===== src/rtl/botupdt_handshake_n.sv =====
// N-channel BotUpdt set/clear handshake: synchronised update edge -> sticky pend + coherent snapshot.
// Optional saturating overflow counters enabled by defining BOTUPDT_OVF_CNT_EN.
module botupdt_handshake_n #(
   parameter int unsigned NCH         = 4,
   parameter int unsigned DW          = 32,
   parameter int unsigned SYNC_STAGES = 2,
   parameter int unsigned OVF_W       = 8
) (
   input  logic                 clk,
   input  logic                 rstn,
   input  logic [NCH-1:0]       i_upd,
   input  logic [NCH*DW-1:0]    i_info,
   input  logic [NCH-1:0]       i_en,
   input  logic [NCH-1:0]       i_ack,
   input  logic [NCH-1:0]       i_ovf_clr,
   output logic [NCH-1:0]       o_pend,
   output logic [NCH*DW-1:0]    o_info,
   output logic                 o_irq,
   output logic [NCH-1:0]       o_ovf,
   output logic [NCH*OVF_W-1:0] o_ovf_cnt
);

   typedef enum logic {ST_IDLE = 1'b0, ST_PEND = 1'b1} state_t;

   logic [SYNC_STAGES-1:0] r_sync [NCH];
   logic [NCH-1:0]         r_sd;
   logic [NCH-1:0]         w_s;
   logic [NCH-1:0]         w_evt;

   state_t                 r_state     [NCH];
   state_t                 w_state_nxt [NCH];
   logic [DW-1:0]          r_info      [NCH];
   logic [DW-1:0]          w_info_nxt  [NCH];
   logic [NCH-1:0]         r_ovf;
   logic [NCH-1:0]         w_ovf_nxt;
   logic [NCH-1:0]         w_ovf_evt;

   // Synchroniser chain plus one delayed copy for rising-edge detection
   always_ff @(posedge clk) begin
      if (!rstn) begin
         for (int i = 0; i < NCH; i++) r_sync[i] <= '0;
         r_sd <= '0;
      end else begin
         for (int i = 0; i < NCH; i++)
            r_sync[i] <= {r_sync[i][SYNC_STAGES-2:0], i_upd[i]};
         r_sd <= w_s;
      end
   end

   always_comb begin
      for (int i = 0; i < NCH; i++) w_s[i] = r_sync[i][SYNC_STAGES-1];
      w_evt = w_s & ~r_sd;
   end

   // Per-channel state, snapshot and overflow registers
   always_ff @(posedge clk) begin
      if (!rstn) begin
         for (int i = 0; i < NCH; i++) begin
            r_state[i] <= ST_IDLE;
            r_info[i]  <= '0;
         end
         r_ovf <= '0;
      end else begin
         for (int i = 0; i < NCH; i++) begin
            r_state[i] <= w_state_nxt[i];
            r_info[i]  <= w_info_nxt[i];
         end
         r_ovf <= w_ovf_nxt;
      end
   end

   // Next state: an ack always wins over an overflow; a disabled event is invisible
   always_comb begin
      w_ovf_evt = '0;
      w_ovf_nxt = r_ovf & ~i_ovf_clr;
      for (int i = 0; i < NCH; i++) begin
         w_state_nxt[i] = r_state[i];
         w_info_nxt[i]  = r_info[i];
      end
      for (int i = 0; i < NCH; i++) begin
         case (r_state[i])
            ST_IDLE: begin
               if (w_evt[i] && i_en[i]) begin
                  w_state_nxt[i] = ST_PEND;
                  w_info_nxt[i]  = i_info[i*DW +: DW];
               end
            end
            ST_PEND: begin
               if (i_ack[i]) begin
                  if (w_evt[i] && i_en[i]) w_info_nxt[i]  = i_info[i*DW +: DW];
                  else                     w_state_nxt[i] = ST_IDLE;
               end else if (w_evt[i] && i_en[i]) begin
                  w_ovf_evt[i] = 1'b1;
                  w_ovf_nxt[i] = 1'b1;
               end
            end
            default: w_state_nxt[i] = ST_IDLE;
         endcase
      end
   end

   always_comb begin
      for (int i = 0; i < NCH; i++) begin
         o_pend[i]           = (r_state[i] == ST_PEND);
         o_info[i*DW +: DW]  = r_info[i];
      end
   end

   assign o_ovf = r_ovf;
   assign o_irq = |o_pend;

`ifdef BOTUPDT_OVF_CNT_EN
   logic [OVF_W-1:0] r_cnt      [NCH];
   logic [OVF_W-1:0] w_cnt_base [NCH];
   logic [OVF_W-1:0] w_cnt_nxt  [NCH];

   // Clear applies before the increment so a coinciding overflow leaves a count of one
   always_comb begin
      for (int i = 0; i < NCH; i++) begin
         w_cnt_base[i] = i_ovf_clr[i] ? '0 : r_cnt[i];
         w_cnt_nxt[i]  = w_cnt_base[i];
         if (w_ovf_evt[i] && (w_cnt_base[i] != '1))
            w_cnt_nxt[i] = w_cnt_base[i] + OVF_W'(1);
      end
   end

   always_ff @(posedge clk) begin
      if (!rstn) begin
         for (int i = 0; i < NCH; i++) r_cnt[i] <= '0;
      end else begin
         for (int i = 0; i < NCH; i++) r_cnt[i] <= w_cnt_nxt[i];
      end
   end

   always_comb begin
      for (int i = 0; i < NCH; i++) o_ovf_cnt[i*OVF_W +: OVF_W] = r_cnt[i];
   end
`else
   assign o_ovf_cnt = '0;
`endif

endmodule

===== config.mk =====
export PLATFORM = sky130hd
export DESIGN_NAME = botupdt_handshake_n
export DESIGN_NICKNAME = d
export VERILOG_FILES = /design/src/rtl/botupdt_handshake_n.sv
export SDC_FILE = /design/constraint.sdc
export NUM_CORES = 1
export LEC_CHECK = 0
export ABC_AREA = 0
export BUFFER_PORTS_ARGS = -buffer_cell sky130_fd_sc_hd__buf_4
export CAP_MARGIN = 30
export CORE_MARGIN = 3
export CORE_UTILIZATION = 46
export CTS_CLUSTER_SIZE = 12
export DETAILED_ROUTE_END_ITERATION = 10
export PLACE_DENSITY = 0.81
export RECOVER_POWER = 50
export SKIP_CTS_REPAIR_TIMING = 1
export SYNTH_ARGS = -nofsm -noshare
export SYNTH_HDL_FRONTEND = slang
export SYNTH_SLANG_ARGS = --single-unit

===== constraint.sdc =====
create_clock -name clk -period 1.5 [get_ports clk]
set_input_delay 0.15 -clock clk [delete_from_list [all_inputs] [get_ports clk]]
set_output_delay 0.15 -clock clk [all_outputs]
set_load 0.01 [all_outputs]

==> results of run 1 <==
-- routing by layer --
| metal | GRT usage | vias to the layer above | wire length (um) |
|---|---|---|---|
| met3 | 0.07051 | 38 | 1298 |
| met4 | 0.1022 | 0 | 505 |
| met2 | 0.3375 | 213 | 8346 |
| met5 | 0 | - | 0 |
| li1 | - | 2658 | - |
| met1 | 0.2091 | 2401 | 6380 |
-- through the flow --
stage | TNS (ps) | setup WS (ps) | instances | area (um2) | total power (W)
2_1_floorplan | 0 | 292.8 | 684 | 6377 | 0.004656
3_3_place_gp | 0 | 202.2 | 1074 | 8255 | 0.005049
3_5_place_dp | 0 | 202.4 | 1074 | 8255 | 0.005064
4_1_cts | -247.0 | -247.0 | 1104 | 8802 | 0.008993
5_1_grt | -525.5 | -77.74 | 1155 | 9082 | 0.009334
6_report | -41.01 | -41.01 | 1155 | 9082 | 0.008996
-- power groups by stage --
stage	logic (W)	registers (W)	clock network (W)
4_1_cts	0.000911	0.00407	0.00401
3_5_place_dp	0.000908	0.00416	0
6_report	0.000991	0.00407	0.00393
5_1_grt	0.00107	0.00408	0.00418
3_3_place_gp	0.000896	0.00415	0
2_1_floorplan	0.000467	0.00419	0
-- worst paths after layout --
path | endpoint | slack (ps) | depth (start not counted)
worst max-delay path | o_irq | -40 | 2
worst min-delay path | r_info[0][18] | -9 | 3
worst max register to register | r_info[0][99] | 260 | 5
worst min register to register | r_sync[0][1] | 430 | 1
-- flip-flops by register name, summed over array words and instances, names as in the netlist --
name and count:
r_sync 8, r_sd 4, r_info 128, r_state 4
o_ovf 4
-- layout make-up --
class | count | share of cell area
timing repair buffer | 348 | 0.2885
sequential | 148 | 0.3266
multi-input combinational | 453 | 0.2994
inverter | 4 | 0.001653
clock buffer | 26 | 0.05497
clock inverter | 4 | 0.005235
tap | 172 | 0.02369
-- cell families (layout without fill, tap and decap cells) --
logic type,count (synthesis),in the layout,share of synthesized area
AOI/OAI and AO/OA,8,8,0.008793
buffers and inverters,83,382,0.1115
DFF,148,148,0.4732
muxes,128,128,0.2046
other,1,32,0.0005989
and+or+nand+nor,285,285,0.2012
-- cell usage in the layout, fill, tap and decap left out, types with 6 or more instances in the layout --
cell	Yosys	layout
sky130_fd_sc_hd__nand2_1	256	256
sky130_fd_sc_hd__and2_1	16	12
sky130_fd_sc_hd__mux2i_1	128	128
sky130_fd_sc_hd__clkbuf_16	0	17
sky130_fd_sc_hd__buf_4	35	236
sky130_fd_sc_hd__buf_12	12	6
sky130_fd_sc_hd__conb_1	1	32
sky130_fd_sc_hd__dlygate4sd3_1	0	50
sky130_fd_sc_hd__clkbuf_1	4	56
sky130_fd_sc_hd__dfxtp_1	148	145
-- worst register-to-register path: stages, from the launching register on --
cell and delay (ps):
sky130_fd_sc_hd__dfxtp_2 320, sky130_fd_sc_hd__buf_4 130, sky130_fd_sc_hd__nand2b_4 60, sky130_fd_sc_hd__nor2b_4 150, sky130_fd_sc_hd__buf_12 260, sky130_fd_sc_hd__mux2i_1 240
==> metrics, run 1 <==
worst-path cell with the longest stage delay sky130_fd_sc_hd__or4_4; router iterations before antenna repair 4; portion of total power attributed to sequential cells 0.453; largest incremental delay on the critical path 520 ps; cts bufs inserted 17; final wirelength 16,530 um; Max rail drop VDD 0.6605 mV; Post-synth ARST share 0; TritonCTS clock tree yes; CP Buf/Inv Count 1; die span in y 122.7 um; Clk Tree Root Cell sky130_fd_sc_hd__clkbuf_16; CP Launch Point r_state[0][3]; number of enable flip-flop cells after synthesis 0; clock slew at the register clock pins of the worst setup and hold paths 60 ps; worst slack on hold paths -9.025 ps; count of unique library cells instantiated by Yosys 17; sequential cell area 2967 um2; total number of H-tree levels 4; max-slew violation total from the final report 0; arrival time of the worst setup path 1390 ps; detailed-route vias per instance 4.597; Yosys Warn Count 0; fraction of post-synthesis cell area in the top cell type by area 0.4732; final estimated routing congestion in global placement 0.7750; Max-Cap Viols 0; predominant post-synthesis flop cell sky130_fd_sc_hd__dfxtp_1; most frequent cells after synthesis sky130_fd_sc_hd__nand2_1, sky130_fd_sc_hd__dfxtp_1, sky130_fd_sc_hd__mux2i_1; post-synthesis sequential area ratio 0.4732; worst setup slack after layout -41.01 ps; number of buffers on the longest clock path 2; clk_lat worst skew 410 ps; row count 41; power density of the placed cells 990.5 nW/um2; RSZ-0062 raised after global routing true; internal portion of total power 0.007014 W; area growth from synthesis to layout 45.06%; Max Fanout on Critical Path 3; die outline width 122.7 um; number of nets in the layout 1,118; Gate Count Post-Synth 653; final clock period utilization by the worst path 1.027; number of routed nets with antenna violations 0; cell types with the largest area share after synthesis sky130_fd_sc_hd__dfxtp_1, sky130_fd_sc_hd__mux2i_1, sky130_fd_sc_hd__nand2_1; peak clock frequency supported by timing 648.9 MHz; violation count after the first detailed-route iteration 226; CP top delay family simple AND/OR/NAND/NOR gates; final count of hold timing violations 11; run status complete, but fails checks; normalized max-slew margin 0.3459; vias in the first global route 4,782; critical path class flip-flop to output port; grt ovf 0; share of power burned in the clock network 0.437; Worst EP required 1350 ps; core area 12,980 um2; clock tree skew after final layout 5.096 ps; final routed DRC violation total 0; antenna cells 0; Crit. End Element output port; most instantiated library cell after synthesis sky130_fd_sc_hd__nand2_1; final routed wire length divided by cell count 14.31 um; #FFs+latches synth 148; cell area after technology mapping 6261 um2; Avg Cell Area, Syn 9.588 um2; area of the multi-input gates 2719 um2; Sw Pwr 0.001982 W; kind of path behind the tightest hold check input pin to flip-flop; I/O pins 315; startpoint type of the worst setup path flip-flop; total half-perimeter wirelength after legalization and detailed placement 11,540 um; initial antenna violation count 0; actual slew at the worst max-slew pin 981.1 ps; Filler cells 1,054; Via Count 5,310; number of buffers inserted by port buffering 282; floorplan die area 15,050 um2; clock tree sinks 148; count of endpoints failing setup in the final report 1; critical-path cell list or4_4 -> buf_6; final core utilization 0.6998; Starting Density 0.4824; Leakage Power 3.998 nW; top cell type by total area after synthesis sky130_fd_sc_hd__dfxtp_1; first-pass GRT wire length 23,040 um; GRT Total Usage 0.1957; share of layout cells above drive strength 1 0.2930; violated checks negative hold slack, negative setup slack; Sw Ratio 0.2203; start of the worst register-to-register path r_state[0][3]; minimum clock period after layout 1541 ps; Hold Path Origin i_info[18]; maximum number of pins on one net before global-route repair 46; Comb pwr share 0.110
Note: power is estimated with default switching activity, not from simulation.
==> run 2: changes to the inputs <==
--- a/config.mk
+++ b/config.mk
@@ -8,11 +8,11 @@
 export ABC_AREA = 0
 export BUFFER_PORTS_ARGS = -buffer_cell sky130_fd_sc_hd__buf_4
 export CAP_MARGIN = 30
-export CORE_MARGIN = 3
-export CORE_UTILIZATION = 46
+export CORE_AREA = 3 3 121 123
 export CTS_CLUSTER_SIZE = 12
 export DETAILED_ROUTE_END_ITERATION = 10
-export PLACE_DENSITY = 0.81
+export DIE_AREA = 0 0 124 126
+export PLACE_DENSITY = 0.8
 export RECOVER_POWER = 50
 export SKIP_CTS_REPAIR_TIMING = 1
 export SYNTH_ARGS = -nofsm -noshare
==> constraint.sdc (replaced) <==
create_clock -name clk -period 2 [get_ports clk]
set_input_delay 0.2 -clock clk [delete_from_list [all_inputs] [get_ports clk]]
set_output_delay 0.2 -clock clk [all_outputs]
set_load 0.01 [all_outputs]
==> metrics, run 2 (same netlist as run 1, synthesis figures left out) <==
vias in the first global route 4,548; power density of the placed cells 831.2 nW/um2; Clk Tree Root Cell sky130_fd_sc_hd__clkbuf_16; Crit. End Element output port; floorplan die area 15,620 um2; kind of path behind the tightest hold check input pin to flip-flop; clock tree skew after final layout 14.71 ps; flip-flop count of the largest register, all copies and words added 128; largest incremental delay on the critical path 680 ps; final wirelength 15,250 um; number of cells traversed by the worst hold path 2; peak clock frequency supported by timing 555.1 MHz; TritonCTS clock tree yes; final routed wire length divided by cell count 13.71 um; CP top delay family simple AND/OR/NAND/NOR gates; final core utilization 0.6092; Hold Path Origin i_upd[1]; Starting Density 0.4546; total half-perimeter wirelength after legalization and detailed placement 11,120 um; worst-path cell with the longest stage delay sky130_fd_sc_hd__or4_2; Layout Cells excl Fill 1,112; run status completed; router iterations before antenna repair 6; violation count after the first detailed-route iteration 223; number of nets in the layout 1,065; first-pass GRT wire length 22,630 um; Max Fanout on Critical Path 3; clk_lat worst skew 420 ps; die span in y 126 um; RSZ-0062 raised after global routing false; Via Count 4,993; I/O pins 315; area growth from synthesis to layout 34.01%; largest reg by FF count r_info; detailed-route vias per instance 4.490; max-slew violation total from the final report 0; summed negative setup slack over all endpoints 0 ps; die outline width 124 um; critical-path cell list or4_2 -> buf_4; GRT Total Usage 0.1849; startpoint type of the worst setup path flip-flop; start of the worst register-to-register path r_sync[3][1]; grt ovf 0; cts bufs inserted 17; endpoint of the lowest-slack register-to-register path r_info[0][124]; number of routed nets with antenna violations 0; number of cells in the design after placement 1,078; Leakage Power 3.512 nW; final routed DRC violation total 0; actual slew at the worst max-slew pin 1315 ps; Worst EP required 1800 ps; share of layout cells above drive strength 1 0.2328; total number of H-tree levels 4; number of buffers inserted by port buffering 282; Max rail drop VDD 0.5196 mV; critical path class flip-flop to output port; most frequent standard cell in the layout excluding fill and tap cells sky130_fd_sc_hd__nand2_1; worst slack on hold paths 4.663 ps; final clock period utilization by the worst path 0.9007; count of endpoints failing setup in the final report 0; maximum number of pins on one net before global-route repair 66; clock tree sinks 148; largest registers r_info x128, r_sync x8; core area 13,770 um2; number of buffers on the longest clock path 2; most frequent cells in the layout sky130_fd_sc_hd__nand2_1, sky130_fd_sc_hd__buf_4, sky130_fd_sc_hd__dfxtp_1; final estimated routing congestion in global placement 0.7866; Filler cells 1,256; R2R Setup Slk 760 ps; initial antenna violation count 0; final count of hold timing violations 0; CP Buf/Inv Count 1; terminating pin of the worst hold path r_sync[1][0]; clock slew at the register clock pins of the worst setup and hold paths 60 ps; row count 43; minimum clock period after layout 1801 ps; Max-Cap Viols 0; arrival time of the worst setup path 1600 ps; antenna cells 0; normalized max-slew margin 0.1230; Worst R2R Path Depth 4; final design area excluding fillers 8391 um2; Placed Area 8213 um2
==> run 2: changes by cell type in the layout (fill, tap and decap cells not counted), moves of 2 or more <==
cell and delta:
sky130_fd_sc_hd__buf_4 -72, sky130_fd_sc_hd__bufinv_16 +2, sky130_fd_sc_hd__clkbuf_1 +65, sky130_fd_sc_hd__clkbuf_4 -2
sky130_fd_sc_hd__clkinv_4 +3, sky130_fd_sc_hd__clkinvlp_4 +2, sky130_fd_sc_hd__dfxtp_1 +3, sky130_fd_sc_hd__dfxtp_2 -3
sky130_fd_sc_hd__dlygate4sd3_1 -48
==> run 2: layout make-up <==
class | instances | area (um2) | area share
Tap cell | 180 | 225.2 | 0.02684
Clock buffer | 20 | 466.7 | 0.05562
Clock inverter | 12 | 153.9 | 0.01834
Inverter | 4 | 15.01 | 0.001789
Timing Repair Buffer | 295 | 1851 | 0.2205
Multi-Input combinational cell | 453 | 2716 | 0.3237
Sequential cell | 148 | 2963 | 0.3531
==> run 2: through the flow <==
stage / total power (W) / setup WS [ps]
floorplan: 0.003492 / 742.8
global route: 0.007248 / 128.8
finish: 0.006975 / 198.5
detailed placement: 0.003786 / 626.1
CTS: 0.007091 / 169.7
global placement: 0.003778 / 633.4
==> run 2: worst reg2reg max path: stages (launching register included) <==
cell and delay [ps]:
sky130_fd_sc_hd__dfxtp_1 360, sky130_fd_sc_hd__nand3b_4 110, sky130_fd_sc_hd__nor2b_4 200, sky130_fd_sc_hd__buf_12 250, sky130_fd_sc_hd__mux2i_1 250
==> run 2: worst max-delay path by stage <==
| stage | to | slack [ps] | startpoint | depth (start not counted) |
|---|---|---|---|---|
| after floorplan | o_irq | 740 | r_state[0][1] | 1 |
| after global placement | o_irq | 630 | r_state[0][1] | 2 |
| after detailed placement | o_irq | 630 | r_state[0][1] | 2 |
| after CTS | o_irq | 170 | r_state[0][1] | 2 |
| after global routing | o_irq | 130 | r_state[0][1] | 2 |
| final | o_irq | 200 | r_state[0][1] | 2 |
==> run 2: power breakdown <==
group	switching [W]	internal, W
sequential	0.0000337	0.00302
combinational	0.000303	0.000328
clock	0.00123	0.00206
==> run 2: per-layer routing <==
metal / GRT usage / up-vias / routed length [um]
li1: - / 2554 / -
met1: 0.2167 / 2227 / 6328
met2: 0.3029 / 186 / 7440
met3: 0.06242 / 26 / 1141
met4: 0.08505 / 0 / 340
met5: 0 / - / 0
==> run 3: changes to the inputs <==
--- a/config.mk
+++ b/config.mk
@@ -8,11 +8,11 @@
 export ABC_AREA = 0
 export BUFFER_PORTS_ARGS = -buffer_cell sky130_fd_sc_hd__buf_4
 export CAP_MARGIN = 30
-export CORE_AREA = 3 3 121 123
+export CORE_MARGIN = 10
+export CORE_UTILIZATION = 49
 export CTS_CLUSTER_SIZE = 12
 export DETAILED_ROUTE_END_ITERATION = 10
-export DIE_AREA = 0 0 124 126
-export PLACE_DENSITY = 0.8
+export PLACE_DENSITY = 0.85
 export RECOVER_POWER = 50
 export SKIP_CTS_REPAIR_TIMING = 1
 export SYNTH_ARGS = -nofsm -noshare
==> metrics, run 3 (same netlist as run 1, synthesis figures left out) <==
number of nets in the layout 1,063; core area 12,570 um2; largest reg by FF count r_info; vias in the first global route 5,109; clk_lat worst skew 420 ps; arrival time of the worst setup path 1650 ps; worst slack on hold paths 32.57 ps; count of endpoints failing setup in the final report 0; final routed DRC violation total 0; initial antenna violation count 0; maximum number of pins on one net before global-route repair 111; max-slew violation total from the final report 0; final estimated routing congestion in global placement 0.7796; Sw Ratio 0.2225; cts bufs inserted 17; die span in y 133.0 um; clock tree skew after final layout 9.087 ps; share of power burned in the clock network 0.469; Layout Cells excl Fill 1,102; Max Fanout on Critical Path 3; flip-flop count of the largest register, all copies and words added 128; Clk Tree Root Cell sky130_fd_sc_hd__clkbuf_16; actual slew at the worst max-slew pin 1075 ps; clock slew at the register clock pins of the worst setup and hold paths 60 ps; total number of H-tree levels 4; Starting Density 0.4982; summed negative setup slack over all endpoints 0 ps; most frequent cells in the layout sky130_fd_sc_hd__nand2_1, sky130_fd_sc_hd__buf_4, sky130_fd_sc_hd__dfxtp_1; row count 41; kind of path behind the tightest hold check input pin to flip-flop; number of buffers on the longest clock path 2; share of layout cells above drive strength 1 0.2204; first-pass GRT wire length 27,500 um; clock tree sinks 148; final design area excluding fillers 8299 um2; Placed Area 8170 um2; number of buffers inserted by port buffering 282; area growth from synthesis to layout 32.55%; number of cells in the design after placement 1,066; peak clock frequency supported by timing 541.7 MHz; final wirelength 17,890 um; Worst EP required 1800 ps; I/O pins 315; Comb pwr share 0.091; violation count after the first detailed-route iteration 210; total half-perimeter wirelength after legalization and detailed placement 13,540 um; final routed wire length divided by cell count 16.23 um; normalized max-slew margin 0.2834; GRT Total Usage 0.1939; antenna cells 0; final count of hold timing violations 0; grt ovf 0; router iterations before antenna repair 4; most frequent standard cell in the layout excluding fill and tap cells sky130_fd_sc_hd__nand2_1; critical path class flip-flop to output port; final clock period utilization by the worst path 0.9230; Max-Cap Viols 0; floorplan die area 17,700 um2; power density of the placed cells 833.8 nW/um2; TritonCTS clock tree yes; startpoint type of the worst setup path flip-flop; Sw Pwr 0.001540 W; number of routed nets with antenna violations 0; portion of total power attributed to sequential cells 0.441; die outline width 133.0 um; Max rail drop VDD 0.5215 mV; Via Count 5,018; minimum clock period after layout 1846 ps; RSZ-0062 raised after global routing false; detailed-route vias per instance 4.554; Crit. End Element output port; Leakage Power 3.415 nW; largest registers r_info x128, r_sync x8; internal portion of total power 0.005381 W; run status completed
-- run 3: cell types whose count changed in the layout (fill, tap and decap cells not counted), moves of 2 or more --
cell and change:
sky130_fd_sc_hd__clkbuf_8 +3, sky130_fd_sc_hd__and2_1 -2, sky130_fd_sc_hd__clkbuf_1 +4, sky130_fd_sc_hd__clkinvlp_4 -2, sky130_fd_sc_hd__nand3b_4 -4, sky130_fd_sc_hd__clkbuf_4 +3
sky130_fd_sc_hd__clkinv_2 -2, sky130_fd_sc_hd__buf_4 -7, sky130_fd_sc_hd__dlygate4sd3_1 +2, sky130_fd_sc_hd__clkinv_4 -2, sky130_fd_sc_hd__and2_0 +2, sky130_fd_sc_hd__nand3b_1 +4
-- run 3: layer usage --
layer | track usage | wire, um | share of wire
met1 | 0.2019 | 6828 | 0.38
met2 | 0.3439 | 9402 | 0.53
met3 | 0.08251 | 1434 | 0.080
met4 | 0.06112 | 223 | 0.012
met5 | 0 | 0 | 0
-- run 3: final cells by class --
class / instances / area [um2]
Clock inverter: 6 / 90.09
Fill cell: 1113 / 4269
Multi-Input combinational cell: 453 / 2666
Inverter: 4 / 15.01
Clock buffer: 26 / 519.2
Timing Repair Buffer: 293 / 1831
Sequential cell: 148 / 2963
Tap cell: 172 / 215.2
-- run 3: power groups by stage --
| stage | Clock, W | Sequential (W) | Combinational, W |
|---|---|---|---|
| after floorplan | 0 | 0.00314 | 0.000351 |
| after global placement | 0 | 0.00311 | 0.000659 |
| after detailed placement | 0 | 0.00312 | 0.000669 |
| after CTS | 0.00329 | 0.00305 | 0.000672 |
| after global routing | 0.00344 | 0.00306 | 0.000689 |
| final | 0.00324 | 0.00305 | 0.000627 |
-- run 3: path summary, 6_finish.rpt --
kind / start / end / slack, ps / depth (start not counted)
worst max-delay path: r_state[0][1] / o_irq / 150 / 2
worst max register to register: r_sd[0] / r_info[0][5] / 720 / 4
worst min register to register: r_sync[0][0] / r_sync[0][1] / 430 / 1
worst min-delay path: i_info[64] / r_info[0][64] / 30 / 3
-- run 3: per-stage QoR --
| step | setup WS [ps] | power (W) | utilization |
|---|---|---|---|
| after CTS | 128.7 | 0.007019 | 0.6986 |
| final | 154.0 | 0.006920 | 0.6603 |
| after floorplan | 742.8 | 0.003492 | - |
| after global routing | 110.1 | 0.007185 | 0.6603 |
| after detailed placement | 581.8 | 0.003786 | 0.6501 |
| after global placement | 584.1 | 0.003772 | 0.6501 |
-- run 3: critical path: stages (launching register included) --
cell and delay [ps]:
sky130_fd_sc_hd__dfxtp_1 340, sky130_fd_sc_hd__or4_2 710, sky130_fd_sc_hd__buf_4 180
